## src/rtl/sc_spi_tgt.sv

```systemverilog
// SPI target engine: oversamples SCK/CSB/MOSI in the SRCCLK domain, deserialises MOSI,
// serialises a buffered TX word onto MISO and exposes a valid/ready word interface.
module sc_spi_tgt #(
    parameter int DATA_WIDTH  = 8,
    parameter int SYNC_STAGES = 2
) (
    input  logic                  SRCCLK,
    input  logic                  SYSRST,
    input  logic                  ENABLE,
    input  logic [1:0]            SPI_MODE,
    input  logic                  SCK_IN,
    input  logic                  CSB_IN,
    input  logic                  MOSI_IN,
    output logic                  MISO_OUT,
    output logic                  MISO_OE,
    input  logic [DATA_WIDTH-1:0] TX_DATA,
    input  logic                  TX_VALID,
    output logic                  TX_READY,
    output logic [DATA_WIDTH-1:0] RX_DATA,
    output logic                  RX_VALID,
    output logic                  TX_UNDERRUN,
    output logic                  FRAME_ABORT,
    output logic                  BUSY
);

    localparam int CNT_W = $clog2(DATA_WIDTH);
    localparam logic [CNT_W-1:0] LAST_BIT = CNT_W'(DATA_WIDTH - 1);

    typedef enum logic {IDLE, ACTIVE} state_t;

    state_t state;
    state_t state_next;

    logic [SYNC_STAGES-1:0] sck_sync;
    logic [SYNC_STAGES-1:0] csb_sync;
    logic [SYNC_STAGES-1:0] mosi_sync;
    logic                   sck_d;
    logic                   csb_d;
    logic                   sck_rise;
    logic                   sck_fall;
    logic                   csb_rise;
    logic                   csb_fall;
    logic                   mosi_q;

    logic [1:0]            mode_q;
    logic [CNT_W-1:0]      bit_cnt;
    logic                  skip;
    logic [DATA_WIDTH-1:0] tx_shift;
    logic [DATA_WIDTH-1:0] rx_shift;
    logic [DATA_WIDTH-1:0] hold_data;
    logic                  hold_full;

    logic lead_edge;
    logic trail_edge;
    logic sample_edge;
    logic shift_edge;
    logic start_frame;
    logic end_frame;
    logic do_sample;
    logic do_shift;
    logic word_done;
    logic load_word;
    logic tx_capture;

    // Edge strobes are registered; MOSI is delayed alongside so data stays aligned with its strobe.
    always_ff @(posedge SRCCLK) begin
        if (SYSRST) begin
            sck_sync  <= '0;
            csb_sync  <= '0;
            mosi_sync <= '0;
            sck_d     <= 1'b0;
            csb_d     <= 1'b0;
            sck_rise  <= 1'b0;
            sck_fall  <= 1'b0;
            csb_rise  <= 1'b0;
            csb_fall  <= 1'b0;
            mosi_q    <= 1'b0;
        end else begin
            sck_sync  <= {sck_sync[SYNC_STAGES-2:0], SCK_IN};
            csb_sync  <= {csb_sync[SYNC_STAGES-2:0], CSB_IN};
            mosi_sync <= {mosi_sync[SYNC_STAGES-2:0], MOSI_IN};
            sck_d     <= sck_sync[SYNC_STAGES-1];
            csb_d     <= csb_sync[SYNC_STAGES-1];
            sck_rise  <= sck_sync[SYNC_STAGES-1] & ~sck_d;
            sck_fall  <= ~sck_sync[SYNC_STAGES-1] & sck_d;
            csb_rise  <= csb_sync[SYNC_STAGES-1] & ~csb_d;
            csb_fall  <= ~csb_sync[SYNC_STAGES-1] & csb_d;
            mosi_q    <= mosi_sync[SYNC_STAGES-1];
        end
    end

    assign lead_edge   = mode_q[1] ? sck_fall : sck_rise;
    assign trail_edge  = mode_q[1] ? sck_rise : sck_fall;
    assign sample_edge = mode_q[0] ? trail_edge : lead_edge;
    assign shift_edge  = mode_q[0] ? lead_edge : trail_edge;

    always_ff @(posedge SRCCLK) begin
        if (SYSRST) begin
            state <= IDLE;
        end else begin
            state <= state_next;
        end
    end

    always_comb begin
        state_next = state;
        case (state)
            IDLE:    if (csb_fall && ENABLE) state_next = ACTIVE;
            ACTIVE:  if (csb_rise)           state_next = IDLE;
            default: state_next = IDLE;
        endcase
    end

    // A CSB rising edge masks any SCK edge decoded in the same cycle.
    always_comb begin
        start_frame = 1'b0;
        end_frame   = 1'b0;
        do_sample   = 1'b0;
        do_shift    = 1'b0;
        BUSY        = (state == ACTIVE);
        case (state)
            IDLE: begin
                start_frame = csb_fall & ENABLE;
            end
            ACTIVE: begin
                if (csb_rise) begin
                    end_frame = 1'b1;
                end else begin
                    do_sample = sample_edge;
                    do_shift  = shift_edge;
                end
            end
            default: begin
                start_frame = 1'b0;
            end
        endcase
    end

    assign word_done  = do_sample & (bit_cnt == LAST_BIT);
    assign load_word  = start_frame | word_done;
    assign tx_capture = TX_VALID & ~hold_full;

    always_ff @(posedge SRCCLK) begin
        if (SYSRST) begin
            hold_data   <= '0;
            hold_full   <= 1'b0;
            tx_shift    <= '0;
            rx_shift    <= '0;
            bit_cnt     <= '0;
            skip        <= 1'b0;
            mode_q      <= 2'b00;
            MISO_OE     <= 1'b0;
            RX_DATA     <= '0;
            RX_VALID    <= 1'b0;
            TX_UNDERRUN <= 1'b0;
            FRAME_ABORT <= 1'b0;
        end else begin
            RX_VALID    <= word_done;
            TX_UNDERRUN <= load_word & ~hold_full;
            FRAME_ABORT <= end_frame & (bit_cnt != '0);

            // A load drains the old word while a same-cycle capture refills the register.
            hold_full <= (hold_full & ~load_word) | tx_capture;
            if (tx_capture) begin
                hold_data <= TX_DATA;
            end

            if (load_word) begin
                tx_shift <= hold_full ? hold_data : '1;
            end else if (end_frame) begin
                tx_shift <= '0;
            end else if (do_shift && !skip) begin
                tx_shift <= {tx_shift[DATA_WIDTH-2:0], 1'b0};
            end

            if (start_frame) begin
                mode_q   <= SPI_MODE;
                bit_cnt  <= '0;
                skip     <= SPI_MODE[0];
                rx_shift <= '0;
                MISO_OE  <= 1'b1;
            end else if (end_frame) begin
                bit_cnt <= '0;
                MISO_OE <= 1'b0;
            end else if (do_sample) begin
                rx_shift <= {rx_shift[DATA_WIDTH-2:0], mosi_q};
                if (bit_cnt == LAST_BIT) begin
                    bit_cnt <= '0;
                    RX_DATA <= {rx_shift[DATA_WIDTH-2:0], mosi_q};
                    skip    <= 1'b1;
                end else begin
                    bit_cnt <= bit_cnt + 1'b1;
                end
            end else if (do_shift && skip) begin
                skip <= 1'b0;
            end
        end
    end

    assign MISO_OUT = tx_shift[DATA_WIDTH-1];
    assign TX_READY = ~hold_full;

endmodule

```

## config.mk

```make
export PLATFORM = sky130hd
export DESIGN_NAME = sc_spi_tgt
export DESIGN_NICKNAME = d
export VERILOG_FILES = /design/src/rtl/sc_spi_tgt.sv
export SDC_FILE = /design/constraint.sdc
export NUM_CORES = 1
export LEC_CHECK = 0
export ABC_AREA = 1
export CAP_MARGIN = 30
export CORE_ASPECT_RATIO = 1.25
export CORE_MARGIN = 5
export CORE_UTILIZATION = 48
export CTS_CLUSTER_DIAMETER = 80
export DETAILED_ROUTE_END_ITERATION = 12
export DONT_BUFFER_PORTS = 1
export GPL_TIMING_DRIVEN = 0
export PLACE_DENSITY = 0.59
export SLEW_MARGIN = 15
export SYNTH_ARGS = -nofsm -noshare
export SYNTH_HDL_FRONTEND = slang
export SYNTH_SLANG_ARGS = --single-unit
export TNS_END_PERCENT = 30
```

## constraint.sdc

```tcl
create_clock -name SRCCLK -period 3.8 [get_ports SRCCLK]
set_clock_uncertainty 0.15 [all_clocks]
set_input_delay 0.38 -clock SRCCLK [delete_from_list [all_inputs] [get_ports SRCCLK]]
set_output_delay 0.38 -clock SRCCLK [all_outputs]
set_load 0.03 [all_outputs]
```

==> out/summary.txt <==
sw frac: 23.47%
core area: 4459 um^2
Post-CTS Resized: 0
Finish-stage setup viols: 0
Worst path most repeated cell: nor2_1
Multi-input gate area: 909.6 um^2
Routability Congestion: 0.7653
Final WS setup: 1864 ps
layout cells sized above 1: 8.475%
Rows: 27
grt ovf: 0
CP max stage delay: 620 ps
syn_nets: 307
DP HPWL: 3209 um
max layer used: met4
clock network power share: 34.4%
mux cell area share after synthesis: 0%
dpl ws: 1875 ps
initial antenna violation count: 0
cts hold-fix bufs: 0
relative slew slack: 64.61%
chip height: 86.42 um
leakage: 0.001005 uW
Max Slew Vio Count: 0
vias per cell: 4.943
main combinational cell family by area after synthesis: simple AND/OR/NAND/NOR gates
critical path capture point type: flop
total power: 1005 uW
Worst Path Buf+Inv: 1
RSZ-0062 raised after global routing: no
WL/cell: 12.59 um
worst-path fanout max: 8
IO Count: 32
Mean Syn Cell Area: 7.812 um^2
Storage cell area: 1121 um^2
Crit Path Class: reg -> reg
CTS tree: done
vias in the first global route: 1603
width of the die: 71.13 um
synth warn: 0
CTS H-tree lvls: 2
Nets: 314
Slowest cell on crit path: dfxtp_1
internal power: 769.5 uW
largest net degree at the start of global routing: 19
Final ANT Viol Nets: 0
vias: 1745
worst hold path class: in -> reg
starting density of the core: 50.28%
Cell Area, Synth: 2242 um^2
CP required: 3860 ps
Cell Chain, Critical Path: inv_2 -> nor2_8 -> nand4_2 -> nand3_2 -> nand2_1 -> nor2_1 -> nor2_1
first-pass GRT wire length: 7652 um
P_sw: 235.9 uW
compound-cell area share of the yosys netlist: 13.50%
Yosys reg bits: 56
clk slew on worst S/H paths: 100 ps
clock tree buffer depth: 2
setup TNS: 0 ps
routed wl met3: 204 um
FMAX: 0.5165 GHz
DRC viols: 0
worst vdd ir: 0.0002753 V
cts bufs inserted: 5
post-CTS setup buffer count: 0
post-synthesis simple-gate area fraction: 25.39%
crit path DAT: 1990 ps
Max-cap violations: 0
post-synthesis sequential area ratio: 50.00%
period utilisation layout: 50.95%
clk_lat worst skew: 300 ps
adder-cell area share of the yosys netlist: 1.674%
Clock Sinks: 56
root buf cell: clkbuf_8
XOR/XNOR Fraction of Synth Area: 0%
fill cell count: 461
total wire length: 4446 um
metal2 WL: 2038 um
status: completed
WL met1: 2176 um
Flop pwr share: 60.7%
first-pass iteration count of the detailed router: 4
Tmin final: 1936 ps
P per Cell Area: 416.4 nW/um^2
die area: 6147 um^2
Syn-to-layout area delta: 7.701%
Slew @ Worst Pin: 530.9 ps
Largest delay share family, worst path: simple AND/OR/NAND/NOR gates
antenna diode count: 0
logic gate share of total power: 5.0%
Finished Core Util: 54.15%
post-synthesis cell type count: 26
hold violation total from the final report: 0
Port Buffers: 0
All-Layer GR Usage: 15.54%
DRT iter0 DRCs: 161
CP Launch Type: flop
Cells after Synth: 287
-- sequential cells by signal (all words and copies together), names as in the netlist, 3 cells and up --
register / cells
RX_DATA: 8
bit_cnt: 3
hold_data: 8
rx_shift: 7
tx_shift: 8
-- synthesized netlist by cell type --
| master | count | share of area (%) |
|---|---|---|
| nor2_1 | 59 | 9.9 |
| dfxtp_1 | 56 | 50 |
| inv_1 | 33 | 5.5 |
| nand2_1 | 33 | 5.5 |
| a21oi_1 | 26 | 5.8 |
| o21ai_0 | 24 | 5.4 |
| nand3_1 | 14 | 3.1 |
| nand4_1 | 9 | 2.5 |
| a211oi_1 | 4 | 1.3 |
| clkbuf_1 | 4 | 0.67 |
| buf_2 | 3 | 0.67 |
| buf_6 | 3 | 1.5 |
| ha_1 | 3 | 1.7 |
| inv_2 | 3 | 0.50 |
| nor3_1 | 2 | 0.45 |
| a21oi_4 | 1 | 0.73 |
| buf_1 | 1 | 0.17 |
| clkinv_1 | 1 | 0.17 |
| clkinv_2 | 1 | 0.22 |
| nand3_2 | 1 | 0.45 |
| nand3_4 | 1 | 0.78 |
| nand4_2 | 1 | 0.56 |
| nand4_4 | 1 | 0.95 |
| nor2_2 | 1 | 0.28 |
| nor2_8 | 1 | 0.89 |
| o22ai_1 | 1 | 0.28 |
-- through the flow --
| step | hold slack, ps | instances | cell area [um^2] |
|---|---|---|---|
| 2_1_floorplan | 238.3 | 287 | 2242 |
| 3_3_place_gp | 241.1 | 345 | 2315 |
| 3_5_place_dp | 247.3 | 345 | 2315 |
| 4_1_cts | 4.092 | 353 | 2415 |
| 5_1_grt | 19.40 | 353 | 2415 |
| 6_report | 16.89 | 353 | 2415 |
-- worst reg2reg max path: stages, from the launching register on --
cell and delay (ps):
dfxtp_1 620, inv_2 160, nor2_8 170, nand4_2 270, nand3_2 260, nand2_1 80
nor2_1 100, nor2_1 40
-- area by class of cell --
class                      count  area share [%]
buffer                        11           2.798
sequential                    56           46.42
clock inverter                 2          0.7254
multi-input combinational    182           37.67
tap                           58           3.005
inverter                      38           5.959
clock buffer                   6           3.420
-- power groups by stage --
stage | logic (uW) | registers, uW | clock network (uW)
floorplan | 40.2 | 622 | 0
global placement | 49.8 | 623 | 0
detailed placement | 50.7 | 624 | 0
CTS | 50.9 | 610 | 362
global route | 60.2 | 613 | 385
finish | 50.0 | 610 | 345
-- layout by cell type, fill, tap and decap left out, types with 6 or more instances in the layout --
master / Yosys / final
inv_1: 33 / 33
a21oi_1: 26 / 26
o21ai_0: 24 / 24
nand4_1: 9 / 9
dfxtp_1: 56 / 56
clkbuf_8: 0 / 6
nor2_1: 59 / 59
nand2_1: 33 / 33
nand3_1: 14 / 14
-- per-layer routing --
layer  global-route usage [%]  vias to the layer above
li1                         -                      936
met1                    22.19                      775
met2                    23.54                       32
met3                    4.060                        2
met4                    3.590                        0
met5                        0                        -
-- logic make-up (layout without fill, tap and decap cells) --
| kind of cell | count (synthesis) | in the layout |
|---|---|---|
| AOI/OAI and AO/OA | 56 | 56 |
| DFF | 56 | 56 |
| buffers and inverters | 49 | 57 |
| and+or+nand+nor | 123 | 123 |
| adders and majority gates | 3 | 3 |
-- final timing paths --
path,start,cells after the start,slack (ps),endpoint
min reg2reg,sck_sync[0]$_SDFF_PP0_,2,260,sck_sync[1]$_SDFF_PP0_
max reg2reg,BUSY$_SDFF_PP0_,7,1860,tx_shift[3]$_SDFFE_PP0P_
max,BUSY$_SDFF_PP0_,7,1860,tx_shift[3]$_SDFFE_PP0P_
min,SCK_IN,2,20,sck_sync[0]$_SDFF_PP0_
Note: power is estimated with default switching activity, not from simulation.
